**src/rtl/cam_clk_seq.sv**
```systemverilog
`default_nettype none
// ============================================================================
//  Module   : cam_clk_seq
//  Brief    : Camera master-clock divider plus power-down / reset sequencer.
//             Brings the sensor up in the order power -> clock -> reset
//             release, tears it down in the reverse order, and applies
//             divider reprogramming only on a low->high XCLK toggle so no
//             runt phases are ever produced.
//  Revision : 1.0  initial release
// ============================================================================
module cam_clk_seq #(
  parameter int DIV_W         = 8,
  parameter int DIV_INIT      = 4,
  parameter int PWR_CYCLES    = 256,
  parameter int SETTLE_CYCLES = 1024,
  parameter int HOLD_CYCLES   = 64
) (
  input  logic             clk,
  input  logic             rst,
  input  logic             start,
  input  logic             stop,
  input  logic [DIV_W-1:0] div_half,
  input  logic             div_load,
  output logic             div_ack,
  output logic             cam_clk,
  output logic             cam_pwdn,
  output logic             cam_rst_n,
  output logic             ready,
  output logic             busy
);

  // Shared wait counter is sized for the longest of the three waits.
  localparam int MAX_PS  = (PWR_CYCLES > SETTLE_CYCLES) ? PWR_CYCLES : SETTLE_CYCLES;
  localparam int MAX_CYC = (MAX_PS > HOLD_CYCLES) ? MAX_PS : HOLD_CYCLES;
  localparam int CNT_W   = $clog2(MAX_CYC + 1);

  localparam logic [CNT_W-1:0] PWR_LAST    = CNT_W'(PWR_CYCLES - 1);
  localparam logic [CNT_W-1:0] SETTLE_LAST = CNT_W'(SETTLE_CYCLES - 1);
  localparam logic [CNT_W-1:0] HOLD_VAL    = CNT_W'(HOLD_CYCLES);
  localparam logic [CNT_W-1:0] CNT_SAT     = {CNT_W{1'b1}};
  localparam logic [DIV_W-1:0] DIV_RST     = DIV_W'(DIV_INIT);

  typedef enum logic [2:0] {
    S_OFF   = 3'd0,
    S_PWRUP = 3'd1,
    S_CLKON = 3'd2,
    S_RUN   = 3'd3,
    S_PWRDN = 3'd4
  } state_t;

  state_t             state_q, state_d;
  logic [CNT_W-1:0]   cnt_q, cnt_d;
  logic [DIV_W-1:0]   hcnt_q, hcnt_d;
  logic               cam_clk_q, cam_clk_d;
  logic [DIV_W-1:0]   div_cur_q, div_cur_d;
  logic [DIV_W-1:0]   pend_val_q, pend_val_d;
  logic               pending_q, pending_d;
  logic               div_ack_q, div_ack_d;
  logic               cam_pwdn_q, cam_pwdn_d;
  logic               cam_rst_n_q, cam_rst_n_d;
  logic               ready_q, ready_d;
  logic               busy_q, busy_d;

  logic               hold_done;
  logic               freeze;
  logic               div_run;
  logic               div_stopped;
  logic               half_done;
  logic               tick;
  logic               apply;

  // Divider run/freeze qualifiers shared by the FSM and the divider logic.
  always_comb begin
    hold_done   = (cnt_q >= HOLD_VAL);
    // Teardown stops the clock only while it is low, so a high phase is
    // never cut short.
    freeze      = (state_q == S_PWRDN) && hold_done && !cam_clk_q;
    div_run     = (state_q == S_CLKON) || (state_q == S_RUN) || (state_q == S_PWRDN);
    div_stopped = (state_q == S_OFF) || (state_q == S_PWRUP);
    half_done   = (hcnt_q >= div_cur_q);
    tick        = div_run && !freeze && half_done;
  end

  // Sequencer next-state, wait counter and registered output decode.
  always_comb begin
    state_d = state_q;
    case (state_q)
      S_OFF: begin
        if (start && !stop) state_d = S_PWRUP;
      end
      S_PWRUP: begin
        if (stop)                     state_d = S_OFF;
        else if (cnt_q == PWR_LAST)   state_d = S_CLKON;
      end
      S_CLKON: begin
        if (stop)                      state_d = S_PWRDN;
        else if (cnt_q == SETTLE_LAST) state_d = S_RUN;
      end
      S_RUN: begin
        if (stop) state_d = S_PWRDN;
      end
      S_PWRDN: begin
        if (freeze) state_d = S_OFF;
      end
      default: state_d = S_OFF;
    endcase

    // Counter restarts from zero on every state entry and saturates so a
    // long wait for the clock low phase cannot wrap it.
    if (state_d != state_q)  cnt_d = '0;
    else if (cnt_q == CNT_SAT) cnt_d = cnt_q;
    else                       cnt_d = cnt_q + 1'b1;

    cam_pwdn_d  = (state_d == S_OFF);
    cam_rst_n_d = (state_d == S_RUN);
    ready_d     = (state_d == S_RUN);
    busy_d      = (state_d == S_PWRUP) || (state_d == S_CLKON) || (state_d == S_PWRDN);
  end

  // Half-period divider and glitch-free reprogramming of its ratio.
  always_comb begin
    hcnt_d     = hcnt_q;
    cam_clk_d  = cam_clk_q;
    div_cur_d  = div_cur_q;
    pend_val_d = pend_val_q;
    pending_d  = pending_q;

    if (!div_run) begin
      // Parked low with the counter cleared, so CLKON entry starts a full
      // low phase of div_cur+1 cycles.
      hcnt_d    = '0;
      cam_clk_d = 1'b0;
    end else if (!freeze) begin
      if (half_done) begin
        hcnt_d    = '0;
        cam_clk_d = !cam_clk_q;
      end else begin
        hcnt_d = hcnt_q + 1'b1;
      end
    end

    // A new ratio takes effect at a rising toggle (it then shapes the high
    // phase that starts there) or at once while the divider is parked.
    apply = pending_q && (div_stopped || (tick && !cam_clk_q));
    if (apply) div_cur_d = pend_val_q;

    // A load in the application cycle stays pending for the next one.
    if (div_load) begin
      pend_val_d = div_half;
      pending_d  = 1'b1;
    end else if (apply) begin
      pending_d  = 1'b0;
    end

    div_ack_d = apply;
  end

  // State, counters and output registers with synchronous reset.
  always_ff @(posedge clk) begin
    if (rst) begin
      state_q     <= S_OFF;
      cnt_q       <= '0;
      hcnt_q      <= '0;
      cam_clk_q   <= 1'b0;
      div_cur_q   <= DIV_RST;
      pend_val_q  <= DIV_RST;
      pending_q   <= 1'b0;
      div_ack_q   <= 1'b0;
      cam_pwdn_q  <= 1'b1;
      cam_rst_n_q <= 1'b0;
      ready_q     <= 1'b0;
      busy_q      <= 1'b0;
    end else begin
      state_q     <= state_d;
      cnt_q       <= cnt_d;
      hcnt_q      <= hcnt_d;
      cam_clk_q   <= cam_clk_d;
      div_cur_q   <= div_cur_d;
      pend_val_q  <= pend_val_d;
      pending_q   <= pending_d;
      div_ack_q   <= div_ack_d;
      cam_pwdn_q  <= cam_pwdn_d;
      cam_rst_n_q <= cam_rst_n_d;
      ready_q     <= ready_d;
      busy_q      <= busy_d;
    end
  end

  assign div_ack   = div_ack_q;
  assign cam_clk   = cam_clk_q;
  assign cam_pwdn  = cam_pwdn_q;
  assign cam_rst_n = cam_rst_n_q;
  assign ready     = ready_q;
  assign busy      = busy_q;

endmodule
`default_nettype wire

```
**config.mk**
```make
export PLATFORM = sky130hd
export DESIGN_NAME = cam_clk_seq
export DESIGN_NICKNAME = d
export VERILOG_FILES = /design/src/rtl/cam_clk_seq.sv
export SDC_FILE = /design/constraint.sdc
export NUM_CORES = 1
export LEC_CHECK = 0
export BUFFER_PORTS_ARGS = -buffer_cell sky130_fd_sc_hd__buf_2
export CORE_MARGIN = 2
export CORE_UTILIZATION = 52
export CTS_BUF_LIST = sky130_fd_sc_hd__clkbuf_16
export CTS_CLUSTER_DIAMETER = 40
export DETAILED_ROUTE_END_ITERATION = 8
export PLACE_DENSITY = 0.74
export SETUP_SLACK_MARGIN = 0.1
export SLEW_MARGIN = 30
export SYNTH_ARGS = -nofsm -noshare
export SYNTH_HDL_FRONTEND = slang
export SYNTH_SLANG_ARGS = --single-unit
```
**constraint.sdc**
```tcl
create_clock -name clk -period 2.25 [get_ports clk]
set_clock_uncertainty 0.1 [all_clocks]
set_input_delay 0.675 -clock clk [delete_from_list [all_inputs] [get_ports clk]]
set_output_delay 0.675 -clock clk [all_outputs]
set_load 0.1 [all_outputs]
```
After elaboration in Yosys (flattened, before gate mapping)
Index checks and enable logic that the tools add are counted.
{"block": "word_totals", "register_bits": 44, "output_inout_bits": 6, "elab_cells": 62}
{"block": "op_classes", "muxes": 11, "addsub": 2, "magnitude_cmp": 2, "reduce_logical": 22, "bitwise": 2, "eq_ne": 12}
{"operator": "$mux W3", "n": 7}
{"operator": "$pmux W3 S5", "n": 1}
{"operator": "$eq A3 B2 Y1 const B", "n": 4}
{"operator": "$add A11 B1 Y11 const B", "n": 1}
{"operator": "$eq A11 B10 Y1 const B", "n": 1}
{"operator": "$eq A11 B11 Y1 const B", "n": 1}
{"operator": "$eq A11 B8 Y1 const B", "n": 1}
{"operator": "$ge A11 B7 Y1 const B", "n": 1}
{"operator": "$add A8 B1 Y8 const B", "n": 1}
{"operator": "$ge A8 B8 Y1", "n": 1}
{"operator": "$mux W8", "n": 1}
{"operator": "$logic_and A1 B1 Y1", "n": 7}
{"operator": "$eq A3 B1 Y1 const B", "n": 2}
{"operator": "$eq A3 B3 Y1 const B", "n": 2}
{"operator": "$logic_not A3 Y1", "n": 2}
{"operator": "$logic_or A1 B1 Y1", "n": 6}
{"operator": "$reduce_or A2 Y1", "n": 2}
{"operator": "$logic_not A1 Y1", "n": 3}
{"operator": "$ne A3 B3 Y1", "n": 1}
{"operator": "$mux W1", "n": 2}
{"operator": "$not A1 Y1", "n": 2}
{"operator": "$reduce_and A2 Y1", "n": 1}
{"operator": "$reduce_bool A2 Y1", "n": 1}

Logic depth before layout (Yosys ltp)
Gate-level depths: netlist (run 1).
{"block": "logic_depth", "word_depth": 11, "depth_mapped": 7, "mapped_depth_nobuf": 7}

Least setup slack after synthesis (run 1)
OpenSTA, ideal clock, no wires.
{"block": "synth_path", "kind": "register to output", "start": "register ready_q, in the netlist ready", "end": "output ready", "setup_slack_ns": 0.119, "t_required_ns": 1.475, "stages_incl_launch_ff": 2, "arrival_time_ns": 1.356, "cell_sequence": "dfxtp_1 buf_4"}
{"element": "from (decl)", "line_no": "61", "text": "logic ready_q, ready_d;"}
{"element": "from (signal assigned)", "line_no": "184", "text": "ready_q <= ready_d;"}
{"element": "to (decl)", "line_no": "28", "text": "output logic ready,"}
No word-level cell between the ends.

Final worst setup path (run 1)
{"block": "layout_path", "start": "register cnt_q[1]", "end": "register cam_pwdn_q, in the netlist cam_pwdn"}
{"block": "layout_via", "elab_chain_cells": 6, "word_cells_on_any_way": 12, "cone_classes": "order compare (1); eq/ne (2); mux (6); reduce/logical (3)"}
{"element": "from (decl)", "line_no": "52", "text": "logic [CNT_W-1:0] cnt_q, cnt_d;"}
{"element": "from (signal assigned)", "line_no": "175", "text": "cnt_q <= cnt_d;"}
{"element": "$ge A11 B7 Y1", "line_no": "74", "text": "hold_done = (cnt_q >= HOLD_VAL);"}
{"element": "$logic_and A1 B1 Y1 (2 in series)", "line_no": "77", "text": "freeze = (state_q == S_PWRDN) && hold_done && !cam_clk_q;"}
{"element": "$mux W3", "line_no": "103", "text": "if (freeze) state_d = S_OFF;"}
{"element": "$pmux W3 S5 (*)", "line_no": "87", "text": "case (state_q)"}
{"element": "$logic_not A3 Y1 (*)", "line_no": "114", "text": "cam_pwdn_d = (state_d == S_OFF);"}
{"element": "to (signal assigned)", "line_no": "182", "text": "cam_pwdn_q <= cam_pwdn_d;"}
{"element": "to (decl)", "line_no": "59", "text": "logic cam_pwdn_q, cam_pwdn_d;"}
Mark *: on every way between the ends. The rest lies on a longest branch, timed or not.
A chain may end at the register's enable or synchronous reset.

==> results of run 1 <==
-- power breakdown --
group,switching (W),internal [W],leakage (nW),total (W)
logic,0.0000774,0.0000606,0.602,0.000138
clock network,0.000292,0.000516,0.0789,0.000808
registers,0.0000123,0.000801,0.359,0.000813
-- cell usage in the layout, fill, tap and decap left out, types with 2 or more instances in the layout --
cell	instances
buf_2	19
and4_1	2
nand4_1	2
and3_1	4
nor4_4	2
dfxtp_2	4
o31ai_1	2
a21oi_1	11
dfxtp_1	40
or3_1	2
nor2_1	37
inv_1	13
nor3_1	6
nand3_1	7
nand2b_1	18
clkinv_1	2
xnor2_1	10
nand2_1	13
mux2i_1	17
ha_1	10
nor2b_1	3
buf_4	11
xor2_1	3
clkbuf_16	5
o21ai_0	2
-- tightest hold or removal path, stage by stage (launching register included) --
cell and delay [ps]:
dfxtp_1 310, nand2b_1 60, mux2i_1 60
-- per-stage QoR --
step | hold WS (ps) | cells | setup slack (ps)
after floorplan | 349 | 244 | 119
after global placement | 365 | 312 | 137
after detailed placement | 365 | 312 | 108
after CTS | 379 | 320 | 86.4
after global routing | 396 | 326 | 69.3
final | 376 | 326 | 189
-- registers in the layout, indices dropped and copies added (netlist names) --
| signal | flops |
|---|---|
| div_ack | 1 |
| pending_q | 1 |
| div_cur_q | 8 |
| cam_pwdn | 1 |
| state_q | 3 |
| ready | 1 |
| hcnt_q | 8 |
| cam_clk | 1 |
| busy | 1 |
| pend_val_q | 8 |
| cnt_q | 11 |
-- per-layer routing --
layer	vias up	global-route usage, %	routed length [um]
met1	794	25.3	2280
met3	5	4.82	112
li1	904	-	-
met5	-	0	0
met4	0	7.19	65
met2	26	30.7	2010
-- cell type report --
cell class                 instances  area share [%]
clock buffer                       5            4.76
clock inverter                     3            1.43
inverter                          13            1.85
multi-input combinational        181            49.2
sequential                        44            33.7
tap                               50            2.38
timing repair buffer              30            6.75
-- cell families after synthesis --
logic type               count (synthesis)  synth area share [%]
AND/OR/NAND/NOR                        109                  26.5
AO/OA/AOI/OAI                           30                  10.5
adder cells (fa/ha/maj)                 11                  6.24
flip-flops                              44                  39.9
buffers and inverters                   20                  3.91
multiplexers                            17                  7.71
XOR/XNOR                                13                  5.16
-- worst min-delay path by stage --
stage / from / depth (start not counted) / endpoint / slack (ps)
floorplan: div_cur_q[1]$_SDFFE_PP0P_ / 2 / div_cur_q[1]$_SDFFE_PP0P_ / 350
global placement: pend_val_q[3]$_SDFFE_PP0P_ / 2 / div_cur_q[3]$_SDFFE_PP0P_ / 370
detailed placement: div_cur_q[6]$_SDFFE_PP0P_ / 2 / div_cur_q[6]$_SDFFE_PP0P_ / 370
CTS: div_cur_q[6]$_SDFFE_PP0P_ / 2 / div_cur_q[6]$_SDFFE_PP0P_ / 380
global route: pend_val_q[4]$_SDFFE_PP0P_ / 2 / div_cur_q[4]$_SDFFE_PP0P_ / 400
finish: pend_val_q[4]$_SDFFE_PP0P_ / 2 / div_cur_q[4]$_SDFFE_PP0P_ / 380
-- timing repair --
item,CTS,global route
setup buffers,0,4
cloned,0,2
gates resized for setup,1,13
pin swaps,0,4
setup endpoints to repair,3,32
==> run summary, run 1 <==
Slew headroom: 66.8%
Site Rows: 23
Crit Reg-Reg Endpoint: cam_pwdn$_SDFF_PP1_
Input/output buffers: 18
Fin crit share: 91.6%
Main synth FF type: dfxtp_1
IO Pins: 19
Reg2Reg Depth: 6
Total power: 0.00176 W
Seq/Total Area, Yosys: 39.9%
Status: completed
Core area: 4030 um^2
Post-Syn Nets: 268
P&R area growth vs syn: 19.3%
Clk slew on worst S/H paths: 60 ps
Count leader, synth: dfxtp_1
Tmin final: 2060 ps
Initial DRC count: 100
H-tree Lvls: 2
Via Count: 1729
Distinct cells, synth: 51
EDFF count, synth: 0
Slowest stage cell on the critical path: or4_4
CTS Sinks: 44
Hold WC Path Type: reg -> reg
Cell area after placement: 2370 um^2
Final GP Congestion: 0.799
GR Util All Layers: 19.3%
CTS Buf Count: 5
# setup viols final: 0
# DRC: 0
Multi-input logic area: 1290 um^2
CP Capture Type: flop
WL per Instance: 13.7 um
Seq cells post-synth: 44
Crit-path max FO: 3
Worst r2r src: cnt_q[1]$_SDFFE_PP0P_
Lkg Pwr: 1.04 nW
Mapped cell area: 2210 um^2
Clk_lat worst skew: 280 ps
F_max: 485 MHz
Worst slew pin tran: 497 ps
GR Overflow Total: 0
CP Launch Type: flop
Post-synth top area cell: dfxtp_1
Fin nets: 299
Critical Path RT: 2320 ps
CP arrival: 2130 ps
Largest cells by area after synthesis: dfxtp_1 (40%), mux2i_1 (7.7%), nor2_1 (6.3%)
Layout Utilization: 65.3%
Crit. Startpoint: cnt_q[1]$_SDFFE_PP0P_
CP peak stage delay: 560 ps
Max Cap Violations: 0
Die Span X: 69.1 um
Antenna violations before repair: 0
VDD IR max: 0.576 mV
ANT cells: 0
Critical path class: reg -> reg
WP depth: 6
Post-Syn Area per Cell: 9.04 um^2
Die area: 4780 um^2
Post-DP HPWL: 2.93 mm
Vias in the first global route: 1634
CP Capture Point: cam_pwdn$_SDFF_PP1_
Clock buffer depth: 2
Share of the synthesized area in the top cell type: 39.9%
Reg area: 886 um^2
# fillers: 332
Final instance area: 2630 um^2
CTS tree: done
Setup tns final: 0 ps
Pins Over Slew Limit: 0
Crit-path leading delay family: simple AND/OR/NAND/NOR gates
DRT Pass-1 Iters: 4
Mapped Cells: 244
Hold Fails Final Rpt: 0
Initial core utilization: 54.8%
Largest net degree at the start of global routing: 30
Buf+Inv Stages, Crit Path: 0
Number of vias per cell: 5.30
Reg2reg setup slack: 190 ps
RSZ-0062 raised after global routing: yes
First-pass GRT wire length: 7.45 mm
Warnings, synthesis: 0
Die height: 69.1 um
Proportion of layout cells with a drive suffix above 1: 20.3%
Final WL: 4.47 mm
# hold bufs at CTS: 0
Asr flop ratio synth: 0%
ANT nets after route: 0
Crit-path cells: ha_2, and4_4, a41oi_4, or4_4, and3b_1, or2_1
Commonest cells in the netlist: dfxtp_1 (44), nor2_1 (37), nand2b_1 (18), mux2i_1 (17)
Clock root cell: clkbuf_16
Power density cells: 669 nW/um^2
No activity file was read; power rests on OpenSTA's default activity.
==> inputs of run 2 (changes only) <==
--- a/config.mk
+++ b/config.mk
@@ -6,12 +6,12 @@
 export NUM_CORES = 1
 export LEC_CHECK = 0
 export BUFFER_PORTS_ARGS = -buffer_cell sky130_fd_sc_hd__buf_2
+export CAP_MARGIN = 20
 export CORE_MARGIN = 2
-export CORE_UTILIZATION = 52
+export CORE_UTILIZATION = 53
 export CTS_BUF_LIST = sky130_fd_sc_hd__clkbuf_16
-export CTS_CLUSTER_DIAMETER = 40
 export DETAILED_ROUTE_END_ITERATION = 8
-export PLACE_DENSITY = 0.74
+export PLACE_DENSITY = 0.75
 export SETUP_SLACK_MARGIN = 0.1
 export SLEW_MARGIN = 30
 export SYNTH_ARGS = -nofsm -noshare
==> run summary, run 2 (synthesis gave the netlist of run 1 again) <==
Slew headroom: 66.0%
Die height: 68.5 um
Critical Path RT: 2330 ps
H-tree Lvls: 2
Crit-path max FO: 11
CP Capture Type: flop
Psw: 0.000408 W
Initial DRC count: 77
Internal: 0.00138 W
Clk_lat worst skew: 290 ps
Fin crit share: 92.0%
Core area: 4000 um^2
Hold Fails Final Rpt: 0
GR Util All Layers: 19.7%
Hold_ws: 374 ps
First-pass GRT wire length: 6.97 mm
Crit-path cells: or4b_4, nor4b_2, o32ai_1, o311ai_1, buf_4, nor3_1
Power density cells: 680 nW/um^2
Critical path class: reg -> reg
Most Crowded Layer GR: met1
Reg2reg setup slack: 180 ps
CP arrival: 2150 ps
GR Overflow Total: 0
CP peak stage delay: 540 ps
Antenna violations before repair: 0
Die area: 4690 um^2
VDD IR max: 0.477 mV
Most common cell after layout, fill and taps aside: dfxtp_1
ANT cells: 0
IO Pins: 19
Met3 Use GR: 5.36%
Most frequent cells in the layout: dfxtp_1 (43), nor2_1 (37), nand2b_1 (18), buf_2 (18), mux2i_1 (17)
M2 GR Usage: 27.6%
Sw frac: 22.8%
Final GP Congestion: 0.805
Clock buffer depth: 2
Input/output buffers: 18
Vias in the first global route: 1542
CTS Sinks: 44
Via Count: 1726
Fin nets: 298
Lkg Pwr: 1.04 nW
# setup viols final: 0
Pins Over Slew Limit: 0
Biggest register: cnt_q
Slowest stage cell on the critical path: or4b_4
Die Span X: 68.5 um
Layout Utilization: 65.8%
Status: completed
Clock root cell: clkbuf_16
Initial core utilization: 55.1%
Hold WC Path Type: reg -> reg
Clk pwr share: 47.4%
# fillers: 323
Tmin final: 2070 ps
Final WL: 4.24 mm
Slack of the critical path: 179 ps
WL per Instance: 13.1 um
Post-DP HPWL: 2.87 mm
RSZ-0062 raised after global routing: yes
Worst slew pin tran: 508 ps
ANT nets after route: 0
CTS tree: done
Largest register FFs: 11
Setup tns final: 0 ps
Number of vias per cell: 5.31
Seq pwr share: 45.4%
Total power: 0.00179 W
Site Rows: 23
CTS Buf Count: 5
Max Cap Violations: 0
P&R area growth vs syn: 19.4%
Proportion of layout cells with a drive suffix above 1: 20.4%
Logic pwr share: 7.3%
DRT Pass-1 Iters: 4
CP Launch Type: flop
F_max: 483 MHz
Largest net degree at the start of global routing: 32
M1 GR Usage: 29.3%
# DRC: 0
Clk slew on worst S/H paths: 60 ps
Setup WS pre-CTS: 101 ps
==> run 2: power by group through the flow <==
stage               combinational, W  clock, W  sequential, W
global placement            0.000121         0       0.000829
global route                0.000145  0.000884       0.000815
detailed placement          0.000123         0       0.000829
finish                      0.000130  0.000849       0.000813
CTS                         0.000123  0.000857       0.000812
floorplan                  0.0000741         0       0.000845
==> run 2: layer usage <==
layer / share of wire, % / vias up
li1: - / 906
met1: 53 / 781
met2: 42 / 33
met3: 3.9 / 6
met4: 1.2 / 0
met5: 0 / -
==> run 2: worst max-delay path, delay by kind of cell, from the launching register on <==
family | cells | cell delay [ps]
AND/OR/NAND/NOR | 3 | 940
flip-flops | 1 | 460
AO/OA/AOI/OAI | 2 | 220
buffers and inverters | 1 | 230
==> run 2: worst paths after layout <==
kind,from,end,depth (start not counted)
setup / recovery,state_q[0]$_SDFF_PP0_,cnt_q[8]$_SDFFE_PP0P_,6
hold / removal,pend_val_q[4]$_SDFFE_PP0P_,div_cur_q[4]$_SDFFE_PP0P_,2
setup reg to reg,state_q[0]$_SDFF_PP0_,cnt_q[8]$_SDFFE_PP0P_,6
hold reg to reg,pend_val_q[4]$_SDFFE_PP0P_,div_cur_q[4]$_SDFFE_PP0P_,2
==> run 2: per-stage QoR <==
stage          area [um^2]  instances
6_report              2630        325
3_5_place_dp          2390        314
3_3_place_gp          2390        314
2_1_floorplan         2210        244
4_1_cts               2560        322
5_1_grt               2630        325
==> run 2: area by class of cell <==
cell class / instances / area (um^2) / area share, %
clock buffer: 5 / 125 / 4.75
inverter: 13 / 48.8 / 1.85
sequential: 44 / 882 / 33.5
tap: 50 / 62.6 / 2.38
multi-input combinational: 181 / 1290 / 49.2
clock inverter: 3 / 47.5 / 1.81
timing repair buffer: 29 / 173 / 6.56
==> run 2: timing repair <==
action / in CTS / in global routing
resized for setup: 0 / 10
setup endpoints to repair: 0 / 30
hold buffers: 0 / 0
buffers inserted: 0 / 2
endpoints found under the hold margin: 0 / 0
==> inputs of run 3 (changes only) <==
--- a/config.mk
+++ b/config.mk
@@ -6,12 +6,13 @@
 export NUM_CORES = 1
 export LEC_CHECK = 0
 export BUFFER_PORTS_ARGS = -buffer_cell sky130_fd_sc_hd__buf_2
-export CAP_MARGIN = 20
+export CORE_ASPECT_RATIO = 2
 export CORE_MARGIN = 2
 export CORE_UTILIZATION = 53
 export CTS_BUF_LIST = sky130_fd_sc_hd__clkbuf_16
 export DETAILED_ROUTE_END_ITERATION = 8
 export PLACE_DENSITY = 0.75
+export RECOVER_POWER = 100
 export SETUP_SLACK_MARGIN = 0.1
 export SLEW_MARGIN = 30
 export SYNTH_ARGS = -nofsm -noshare
==> run summary, run 3 (synthesis gave the netlist of run 1 again) <==
Status: completed
Max Cap Violations: 0
Final instance area: 2690 um^2
DP Cell Count: 317
GR Util All Layers: 21.6%
Die Span X: 49.6 um
Final GP Congestion: 0.908
Tmin final: 2130 ps
Most common cell after layout, fill and taps aside: dfxtp_1
P&R area growth vs syn: 21.8%
Lkg Pwr: 1.05 nW
Die height: 95.2 um
CP Capture Type: flop
Input/output buffers: 18
Psw: 0.000397 W
Critical Path RT: 2320 ps
Largest register FFs: 11
# DRC: 0
ANT nets after route: 0
H-tree Lvls: 2
Sw frac: 22.4%
F_max: 470 MHz
Via Count: 1805
Fin crit share: 94.6%
RSZ-0062 raised after global routing: no
IO Pins: 19
Post-DP HPWL: 3.44 mm
Setup tns final: 0 ps
Antenna violations before repair: 0
Biggest register: cnt_q
Clock root cell: clkbuf_16
DRT Pass-1 Iters: 4
# hold bufs at CTS: 0
CTS Buf Count: 5
ANT cells: 0
Slowest stage cell on the critical path: or4_1
Die area: 4730 um^2
Initial DRC count: 24
CP arrival: 2200 ps
Critical path class: reg -> reg
GR Overflow Total: 0
Final WL: 4.90 mm
First-pass GRT wire length: 7.67 mm
Clock buffer depth: 2
Cell area after placement: 2400 um^2
Power density cells: 661 nW/um^2
Pins Over Slew Limit: 0
WL per Instance: 14.8 um
Layout Cells excl Fill: 330
CTS tree: done
Core area: 4050 um^2
Clk pwr share: 46.3%
CTS Sinks: 44
Clk slew on worst S/H paths: 60 ps
Largest net degree at the start of global routing: 30
Crit-path max FO: 5
# setup viols final: 0
Fin nets: 301
Proportion of layout cells with a drive suffix above 1: 21.9%
Slew headroom: 38.1%
Worst slew pin tran: 929 ps
CP Launch Type: flop
Site Rows: 33
Seq pwr share: 45.9%
Number of vias per cell: 5.47
Logic pwr share: 7.8%
CP peak stage delay: 600 ps
Hold WC Path Type: reg -> reg
Most frequent cells in the layout: dfxtp_1 (39), nor2_1 (37), nand2b_1 (18)
Initial core utilization: 54.5%
Internal: 0.00138 W
Hold Fails Final Rpt: 0
Vias in the first global route: 1766
VDD IR max: 0.590 mV
Clk_lat worst skew: 280 ps
Crit-path cells: and4_4, a41oi_4, or4_1, and3b_1, or2_1
==> run 3: cell types whose count changed in the layout (fill, tap and decap cells not counted), moves of 2 or more <==
cell,previous run,this run
clkbuf_2,0,8
buf_2,18,11
dfxtp_1,43,39
dfxtp_2,1,4
clkbuf_1,0,2
clkinv_4,2,0
or4_1,0,2
or4_4,2,0
==> run 3: power by group through the flow <==
stage	sequential [W]	clock, W	combinational [W]
final	0.000816	0.000823	0.000138
after global routing	0.000818	0.000860	0.000152
after CTS	0.000813	0.000832	0.000128
after detailed placement	0.000830	0	0.000127
after global placement	0.000829	0	0.000124
after floorplan	0.000845	0	0.0000741
==> run 3: final timing paths <==
kind                        startpoint  slack (ps)                        end  cells past startpoint
max reg2reg      cnt_q[6]$_SDFFE_PP0P_         120        cam_pwdn$_SDFF_PP1_                      5
min reg2reg  div_cur_q[6]$_SDFFE_PP0P_         380  div_cur_q[6]$_SDFFE_PP0P_                      2
max              cnt_q[6]$_SDFFE_PP0P_         120        cam_pwdn$_SDFF_PP1_                      5
min          div_cur_q[6]$_SDFFE_PP0P_         380  div_cur_q[6]$_SDFFE_PP0P_                      2
==> run 3: what timing repair did <==
| item | CTS | global route |
|---|---|---|
| buffers inserted | 0 | 3 |
| gates resized for setup | 0 | 24 |
| endpoints found under the setup margin | 0 | 32 |
==> run 3: cell type report <==
class	count	area, um^2
clock buffers	5	125
clock inverters	3	42.5
fillers	365	1360
inverters	13	48.8
multi-input cells	181	1330
flip-flops and latches	44	890
well taps	52	65.1
repair buffers	32	189
==> run 3: metrics by stage <==
step | worst slack [ps] | total power (W) | hold WS [ps] | utilization [%]
3_3_place_gp | 115 | 0.000953 | 361 | 59.3
3_5_place_dp | 106 | 0.000957 | 363 | 59.3
6_report | 121 | 0.00178 | 376 | 66.4
4_1_cts | 136 | 0.00177 | 375 | 63.4
5_1_grt | 50.0 | 0.00183 | 402 | 66.4
2_1_floorplan | 119 | 0.000919 | 349 | -
==> run 3: metal layers <==
metal | track usage (%) | wire (um) | up-vias
li1 | - | - | 907
met1 | 19.1 | 1660 | 864
met2 | 42.9 | 2920 | 19
met3 | 3.61 | 100 | 15
met4 | 13.7 | 209 | 0
met5 | 0 | 0 | -
==> run 3: critical path, delay by kind of cell, from the launching register on <==
family             cells  cell delay, ps
AOI/OAI and AO/OA      1             140
DFF                    1             460
and+or+nand+nor        4            1320
